**src/rtl/can_rx_reader.sv**
```systemverilog
// Canakari receive reader: reads ID/data registers on rx_irq and hands a 76-bit message to the bridge.
// Optional read-acknowledge timeout enabled by defining CAN_RX_TIMEOUT_EN.
module can_rx_reader #(
  parameter logic [4:0] ADDR_RX_ID  = 5'h06,
  parameter logic [4:0] ADDR_RX_D12 = 5'h03,
  parameter logic [4:0] ADDR_RX_D34 = 5'h02,
  parameter logic [4:0] ADDR_RX_D56 = 5'h01,
  parameter logic [4:0] ADDR_RX_D78 = 5'h00,
  parameter int         ACK_TIMEOUT = 255
) (
  input  logic        clk,
  input  logic        rst,
  input  logic        rx_irq,
  output logic        rd_req,
  output logic [4:0]  rd_addr,
  input  logic        rd_ack,
  input  logic [15:0] rd_data,
  output logic        irq_clr,
  output logic        mes_valid,
  input  logic        mes_ack,
  output logic [75:0] data_rec_mes,
  output logic        busy,
  output logic        timeout_err
);

  typedef enum logic [2:0] {
    IDLE, REQ, WAIT_ACK, NEXT, CLR, HOLD
  } state_t;

  state_t      state, state_nx;
  logic [2:0]  idx;
  logic [75:0] shadow;
  logic [4:0]  addr_sel;
  logic        tmo;

  // Low ID bits carry no identifier information.
  logic unused_id_bits;
  assign unused_id_bits = ^rd_data[4:0];

  always_comb begin
    addr_sel = ADDR_RX_ID;
    unique case (idx)
      3'd0: addr_sel = ADDR_RX_ID;
      3'd1: addr_sel = ADDR_RX_D12;
      3'd2: addr_sel = ADDR_RX_D34;
      3'd3: addr_sel = ADDR_RX_D56;
      3'd4: addr_sel = ADDR_RX_D78;
      default: addr_sel = ADDR_RX_ID;
    endcase
  end

`ifdef CAN_RX_TIMEOUT_EN
  logic [15:0] cnt;

  always_ff @(posedge clk) begin
    if (rst)
      cnt <= '0;
    else if (state == REQ)
      cnt <= '0;
    else if (state == WAIT_ACK && !rd_ack)
      cnt <= cnt + 16'd1;
  end

  assign tmo = (state == WAIT_ACK) && !rd_ack
            && (cnt == 16'(ACK_TIMEOUT - 1));
`else
  assign tmo = 1'b0;
`endif

  always_ff @(posedge clk) begin
    if (rst)
      state <= IDLE;
    else
      state <= state_nx;
  end

  always_comb begin
    state_nx = state;
    unique case (state)
      IDLE:     if (rx_irq) state_nx = REQ;
      REQ:      state_nx = WAIT_ACK;
      WAIT_ACK: begin
        if (rd_ack)   state_nx = NEXT;
        else if (tmo) state_nx = IDLE;
      end
      NEXT:     state_nx = (idx == 3'd4) ? CLR : REQ;
      CLR:      state_nx = HOLD;
      HOLD:     if (mes_valid && mes_ack) state_nx = IDLE;
      default:  state_nx = IDLE;
    endcase
  end

  assign busy = (state != IDLE);

  always_ff @(posedge clk) begin
    if (rst) begin
      idx          <= '0;
      shadow       <= '0;
      rd_req       <= 1'b0;
      rd_addr      <= '0;
      irq_clr      <= 1'b0;
      mes_valid    <= 1'b0;
      data_rec_mes <= '0;
      timeout_err  <= 1'b0;
    end else begin
      irq_clr     <= 1'b0;
      timeout_err <= tmo;
      unique case (state)
        IDLE: if (rx_irq) idx <= '0;
        REQ: begin
          rd_req  <= 1'b1;
          rd_addr <= addr_sel;
        end
        WAIT_ACK: begin
          if (rd_ack) begin
            rd_req <= 1'b0;
            unique case (idx)
              3'd0: shadow[74:64] <= rd_data[15:5];
              3'd1: begin
                shadow[63:56] <= rd_data[15:8];
                shadow[47:40] <= rd_data[7:0];
              end
              3'd2: begin
                shadow[55:48] <= rd_data[15:8];
                shadow[39:32] <= rd_data[7:0];
              end
              3'd3: begin
                shadow[7:0]  <= rd_data[15:8];
                shadow[15:8] <= rd_data[7:0];
              end
              3'd4: begin
                shadow[23:16] <= rd_data[15:8];
                shadow[31:24] <= rd_data[7:0];
              end
              default: ;
            endcase
          end else if (tmo) begin
            rd_req <= 1'b0;
            shadow <= '0;
          end
        end
        NEXT: if (idx != 3'd4) idx <= idx + 3'd1;
        CLR: begin
          irq_clr      <= 1'b1;
          data_rec_mes <= shadow;
        end
        // First HOLD cycle raises valid; an ack only counts once valid is seen.
        HOLD: mes_valid <= !(mes_valid && mes_ack);
        default: ;
      endcase
    end
  end

endmodule

```
**config.mk**
```make
export PLATFORM = sky130hd
export DESIGN_NAME = can_rx_reader
export DESIGN_NICKNAME = d
export VERILOG_FILES = /design/src/rtl/can_rx_reader.sv
export SDC_FILE = /design/constraint.sdc
export NUM_CORES = 1
export LEC_CHECK = 0
export BUFFER_PORTS_ARGS = -buffer_cell sky130_fd_sc_hd__buf_4
export CAP_MARGIN = 30
export CORE_ASPECT_RATIO = 0.75
export CORE_MARGIN = 1.5
export CORE_UTILIZATION = 49
export CTS_CLUSTER_SIZE = 12
export DETAILED_ROUTE_END_ITERATION = 12
export GPL_TIMING_DRIVEN = 0
export PLACE_DENSITY = 0.74
export SETUP_SLACK_MARGIN = 0.2
export SYNTH_ARGS = -nofsm -noshare
export SYNTH_HDL_FRONTEND = slang
export SYNTH_SLANG_ARGS = --single-unit
```
**constraint.sdc**
```tcl
create_clock -name clk -period 1.55 [get_ports clk]
set_input_delay 0.31 -clock clk [delete_from_list [all_inputs] [get_ports clk]]
set_output_delay 0.31 -clock clk [all_outputs]
set_load 0.03 [all_outputs]
```
Word level (Yosys, flattened, before mapping)
Cells that the tools add are included.
{ "classes": {"muxes": 12, "multipliers": 0, "add_sub_neg": 1, "n_reduce_logical": 15, "magnitude_cmp": 0, "div_mod_pow": 0, "shift": 0, "bitwise": 0, "n_eq_ne": 14} }
{ "op_table": {"columns": ["operator", "n"], "rows": [
  ["AND reduction 3 bit", 7],
  ["2-to-1 mux 3 bit", 6],
  ["case mux 3 bit (6 select lines)", 1],
  ["== test 3 x 2 -> 1 bit, second input constant", 4],
  ["case mux 3 bit (4 select lines)", 1],
  ["== test 3 bit, second input constant", 3],
  ["inequality test 2 bit, second input constant", 4],
  ["== test 3 x 1 -> 1 bit, second input constant", 2],
  ["logical NOT 3 bit", 2],
  ["case mux 3 bit (2 select lines)", 1],
  ["nonzero test 2 bit", 2],
  ["adder 3 x 1 -> 3 bit, second input constant", 1],
  ["inequality test 3 bit, second input constant", 1],
  ["nonzero test 3 bit", 1],
  ["2-to-1 mux 1 bit", 2],
  ["case mux 1 bit (2 select lines)", 1],
  ["AND reduction 2 bit", 1],
  ["logical AND 1 bit", 1],
  ["logical NOT 1 bit", 1]
]} }
{ "totals": {"mem_bits_rw": 0, "romBits": 0, "memories": 0, "elab_cells": 54, "inputBits": 21, "latchBits": 0, "output_inout_bits": 86, "ff_bits": 164} }

Logic depth before layout (Yosys ltp)
{ "depth": {"depth_word": 3, "ltp_mapped": 8, "depth_no_buf": 6} }

Least setup slack after synthesis
Ideal clock, no wire load.
{ "synth_path": {"kind": "register -> register", "startpoint": "register idx[0]", "endpoint": "register idx[0]", "path_buffers": 0, "period_less_slack_ps": 1537, "arrival_time_ps": 1405, "path_stages_with_launch": 7, "setup_time_ps": 132, "path_slack_ps": 13, "required_ps": 1418, "path_cell_list": "dfxtp_1 -> inv_1 -> ha_1 -> a21boi_0 -> mux2i_1 -> o21ai_0 -> a21oi_1"} }
{ "synth_via": {"elab_chain_cells": 3, "elab_cells_between_ends": 6, "classes_between": "add/sub (1); eq/ne (2); mux (2); reduce/logical (1)"} }
{ "synth_rtl": {"columns": ["item", "line", "source"], "rows": [
  ["from (decl)", "31", "logic [2:0] idx;"],
  ["from (signal assigned)", "142", "NEXT: if (idx != 3'd4) idx <= idx + 3'd1;"],
  ["adder 3 x 1 -> 3 bit or inequality test 3 bit (tied branches)", "142", null],
  ["2-to-1 mux 3 bit or inequality test 2 bit (tied branches)", null, null],
  ["case mux 3 bit (2 select lines) or AND reduction 3 bit (tied branches)", null, null]
]} }
Parallel ways exist; a longest one is shown, timed or not. The select of a mux whose other input is x is not followed.
A chain may end at the register's enable or synchronous reset.

Worst setup path after layout
{ "layout_path": {"startpoint": "register state[0]", "endpoint": "register shadow[54]"} }
{ "layout_via": {"elab_chain_cells": 2} }
{ "layout_rtl": {"columns": ["item", "line", "source"], "rows": [
  ["from (decl)", "30", "state_t state, state_nx;"],
  ["from (signal assigned)", "74", "state <= state_nx;"],
  ["== test 3 x 2 -> 1 bit", "108", "unique case (state)"],
  ["AND reduction 3 bit (no line)", null, null],
  ["to (signal assigned)", "124", "shadow[55:48] <= rd_data[15:8];"],
  ["to (decl)", "32", "logic [75:0] shadow;"]
]} }
Every way passes these cells.

==> run summary <==
- final worst slack: -303.1 ps
- initial antenna violation count: 0
- overall die area: 0.01262 sq mm
- via/cell ratio: 6.337
- internal reg-to-reg setup slack: -300 ps
- area of the mapped netlist: 0.005857 sq mm
- largest net degree at the start of global routing: 17
- result of the run: complete, but fails checks
- starting utilization of the core area: 50.43%
- count of final setup violators: 141
- cell count after synthesis: 738
- Critical Path End: shadow[54]$_SDFFE_PP0P_
- start of the worst register-to-register path: state[0]$_SDFFE_PP0P_
- Top Ports: 107
- Area contributors post-synth: sky130_fd_sc_hd__dfxtp_1 55%, sky130_fd_sc_hd__nand2_1 20%, sky130_fd_sc_hd__a21oi_1 14%
- portion of synthesized cell area occupied by the leading cell type: 55.37%
- path type of the worst min-delay path: in2reg
- clock tree skew after final layout: 9.484 ps
- Worst setup SP type: register
- overall track demand over capacity in global routing: 28.93%
- worst r2r path cells: 9
- average instance area after synthesis: 7.936 sq um
- post-synthesis register bit count: 162
- clock period minus worst slack: 1853 ps
- critical-path cell with the highest stage delay: sky130_fd_sc_hd__dfxtp_4
- count of input and output buffers: 101
- Inserted Diodes: 0
- data arrival at the endpoint of the critical path: 2220 ps
- die width: 129.2 microns
- worst-case vdd ir drop: 0.8892 mV
- nets@finish: 966
- type of destination of the critical path: register
- clock tree from TritonCTS: done
- CTS sink count: 162
- met3 WL: 3.561 mm
- sum of routed wire segments on met1: 10.11 mm
- total wire length: 28.94 mm
- sequential share of the synthesized area: 55.37%
- max-cap violation count: 0
- dominant cell type by area after synthesis: sky130_fd_sc_hd__dfxtp_1
- slew margin rel.: 40.22%
- RSZ-0062 raised after global routing: yes
- total negative slack: -18,820 ps
- wire length of the first global-routing pass: 27.98 mm
- count of different cell masters after synthesis: 33
- placeable core region: 0.01161 sq mm
- failing checks: setup timing
- number of failing hold endpoints at the final stage: 0
- Tcrit/Tclk final: 119.6%
- Max FO, Critical Path: 6
- number of global-route vias before repair: 5,632
- final weighted congestion in routability-driven placement: 0.8609
- Highest Clock Rate: 539.6 MHz
- estimated wirelength of the detail-placed design: 11.51 mm
- Initial DRC Count: 946
- Layout Area Growth over Synthesis: 74.24%
- routed length per instance: 25.95 microns
- detailed-routing iteration count for the pre-antenna-repair pass: 7
- maximum level of the CTS H-tree: 4
- buffer cell driving the clock tree root: sky130_fd_sc_hd__clkbuf_16
- Setup Slack @ Placement: -439.6 ps
- DRC errors left: 0
- CTS clk-pin slew, worst paths: 60 ps
- Worst-Skew Late Latency: 460 ps
- Post-DRT Antenna Nets: 0
- cell with the most instances on the worst path: sky130_fd_sc_hd__buf_6
- cell area power density: 965.5 mW/mm^2
- hold_sp: rd_data[3]
- cell chain of the critical path: buf_6 > nor3b_4 > buf_6 > buf_6 > and3_4 > buf_6 > buf_8 > nand2_4 > a21oi_2
- fraction of layout cells with a size suffix above 1: 60.86%
- Leak Pwr: 4.536 nW
- maximum count of clock buffers along a single path: 2
- met2 wirelength from detailed routing: 12.89 mm
- class of the most critical setup path: reg2reg
- endpoint of the most critical register-to-register path: shadow[54]$_SDFFE_PP0P_
- routed via count: 7,066
- max layer used: met4
- number of filler cells placed in the layout: 470
- total congestion overflow: 0
- required time worst endpoint: 1920 ps
- CTS Hold Bufs: 0
- count of synthesis-stage warnings from yosys: 0
- std cell rows: 34
- Least-Margin Pin Slew: 896.7 ps
- Max stage delay on crit path: 370 ps
- CTS Buf Count: 17
- Final Max Tran Viols: 0
- start point of the critical path: state[0]$_SDFFE_PP0P_
- Die Span Y: 97.68 microns
==> critical path, delay by kind of cell, from the launching register on <==
family,cells,cell delay (ps)
flops,1,370
compound gates,1,170
buf+inv,5,730
simple gates,3,510
==> cell families after synthesis <==
| kind of cell | share of synthesized area [%] |
|---|---|
| and+or+nand+nor | 23.20 |
| AOI/OAI and AO/OA | 14.87 |
| DFF | 55.37 |
| buffers and inverters | 5.106 |
| adders and majority gates | 1.068 |
| other | 0.06403 |
| xor gates and xnor gates | 0.1496 |
| muxes | 0.1709 |
==> worst min-delay path by stage <==
stage | endpoint | cells after the start
CTS | shadow[27]$_SDFFE_PP0P_ | 3
global route | shadow[35]$_SDFFE_PP0P_ | 3
detailed placement | data_rec_mes[11]$_SDFFE_PP0P_ | 2
floorplan | data_rec_mes[0]$_SDFFE_PP0P_ | 2
global placement | data_rec_mes[6]$_SDFFE_PP0P_ | 2
finish | shadow[35]$_SDFFE_PP0P_ | 3
==> cell usage after synthesis (all sizes together) <==
cell type / n
a21o: 1
o21ai: 5
nor2: 4
ha: 5
nand4: 3
and3: 4
o22ai: 1
a211o: 1
and4: 1
nor3b: 2
clkbuf: 30
nand4b: 2
dfxtp: 162
nand3: 4
nor4b: 1
nor3: 3
a2111oi: 1
nand2: 305
a31oi: 1
mux2i: 1
xnor2: 1
buf: 26
inv: 4
or4: 1
nor2b: 3
a21boi: 1
or3: 2
conb: 1
a21oi: 160
nand3b: 2
==> metal layers <==
layer | track usage [%] | vias to the layer above
met4 | 15.04 | 0
met3 | 6.608 | 256
met2 | 46.52 | 662
li1 | - | 2804
met5 | 0 | -
met1 | 36.10 | 3344
==> power by group <==
part | switching (mW) | internal (mW) | leakage, nW
clock | 1.86 | 2.66 | 0.291
combinational | 0.646 | 0.401 | 2.94
sequential | 0.0726 | 4.21 | 1.31
total | 2.58 | 7.27 | 4.54
==> cell type report <==
type / instances / area, sq um / share of cell area, %
tap: 162 / 202.7 / 1.986
clock buffer: 24 / 481.7 / 4.720
timing repair buffer: 181 / 1684 / 16.50
clock inverter: 8 / 125.1 / 1.226
inverter: 4 / 26.28 / 0.2575
sequential: 162 / 3263 / 31.98
buffer: 55 / 528.0 / 5.174
multi-input combinational: 519 / 3894 / 38.16
==> through the flow <==
| step | util, % | instances | area [sq um] | power, mW | hold slack, ps |
|---|---|---|---|---|---|
| after global routing | 87.87 | 1115 | 10200 | 9.971 | 156.5 |
| final | 87.87 | 1115 | 10200 | 9.852 | 162.5 |
| after global placement | 59.21 | 1004 | 6877 | 4.851 | 441.8 |
| after CTS | 70.77 | 1073 | 8219 | 9.275 | 162.5 |
| after detailed placement | 59.21 | 1004 | 6877 | 4.863 | 444.0 |
| after floorplan | - | 741 | 5916 | 4.655 | 432.1 |
==> flip-flops by register name, summed over array words and instances, names as in the netlist <==
signal        count
data_rec_mes     75
shadow           75
idx               3
rd_addr           3
state             3
irq_clr           1
mes_valid         1
rd_req            1
==> cells in the final DEF, fill, tap and decap left out, types with 5 or more instances in the layout <==
master and instances:
sky130_fd_sc_hd__a21oi_1 21, sky130_fd_sc_hd__a21oi_2 139, sky130_fd_sc_hd__buf_4 127, sky130_fd_sc_hd__buf_6 56
sky130_fd_sc_hd__buf_8 22, sky130_fd_sc_hd__clkbuf_1 19, sky130_fd_sc_hd__clkbuf_16 23, sky130_fd_sc_hd__dfxtp_1 156
sky130_fd_sc_hd__dfxtp_4 5, sky130_fd_sc_hd__nand2_1 149, sky130_fd_sc_hd__nand2_2 63, sky130_fd_sc_hd__nand2_4 93
==> repair_timing <==
action | in CTS | in global routing
pin swaps | 26 | 188
buffers inserted | 31 | 31
gates cloned | 6 | 12
endpoints found under the setup margin | 159 | 156
resized for setup | 140 | 454
Power figures use the tool's default switching activity.
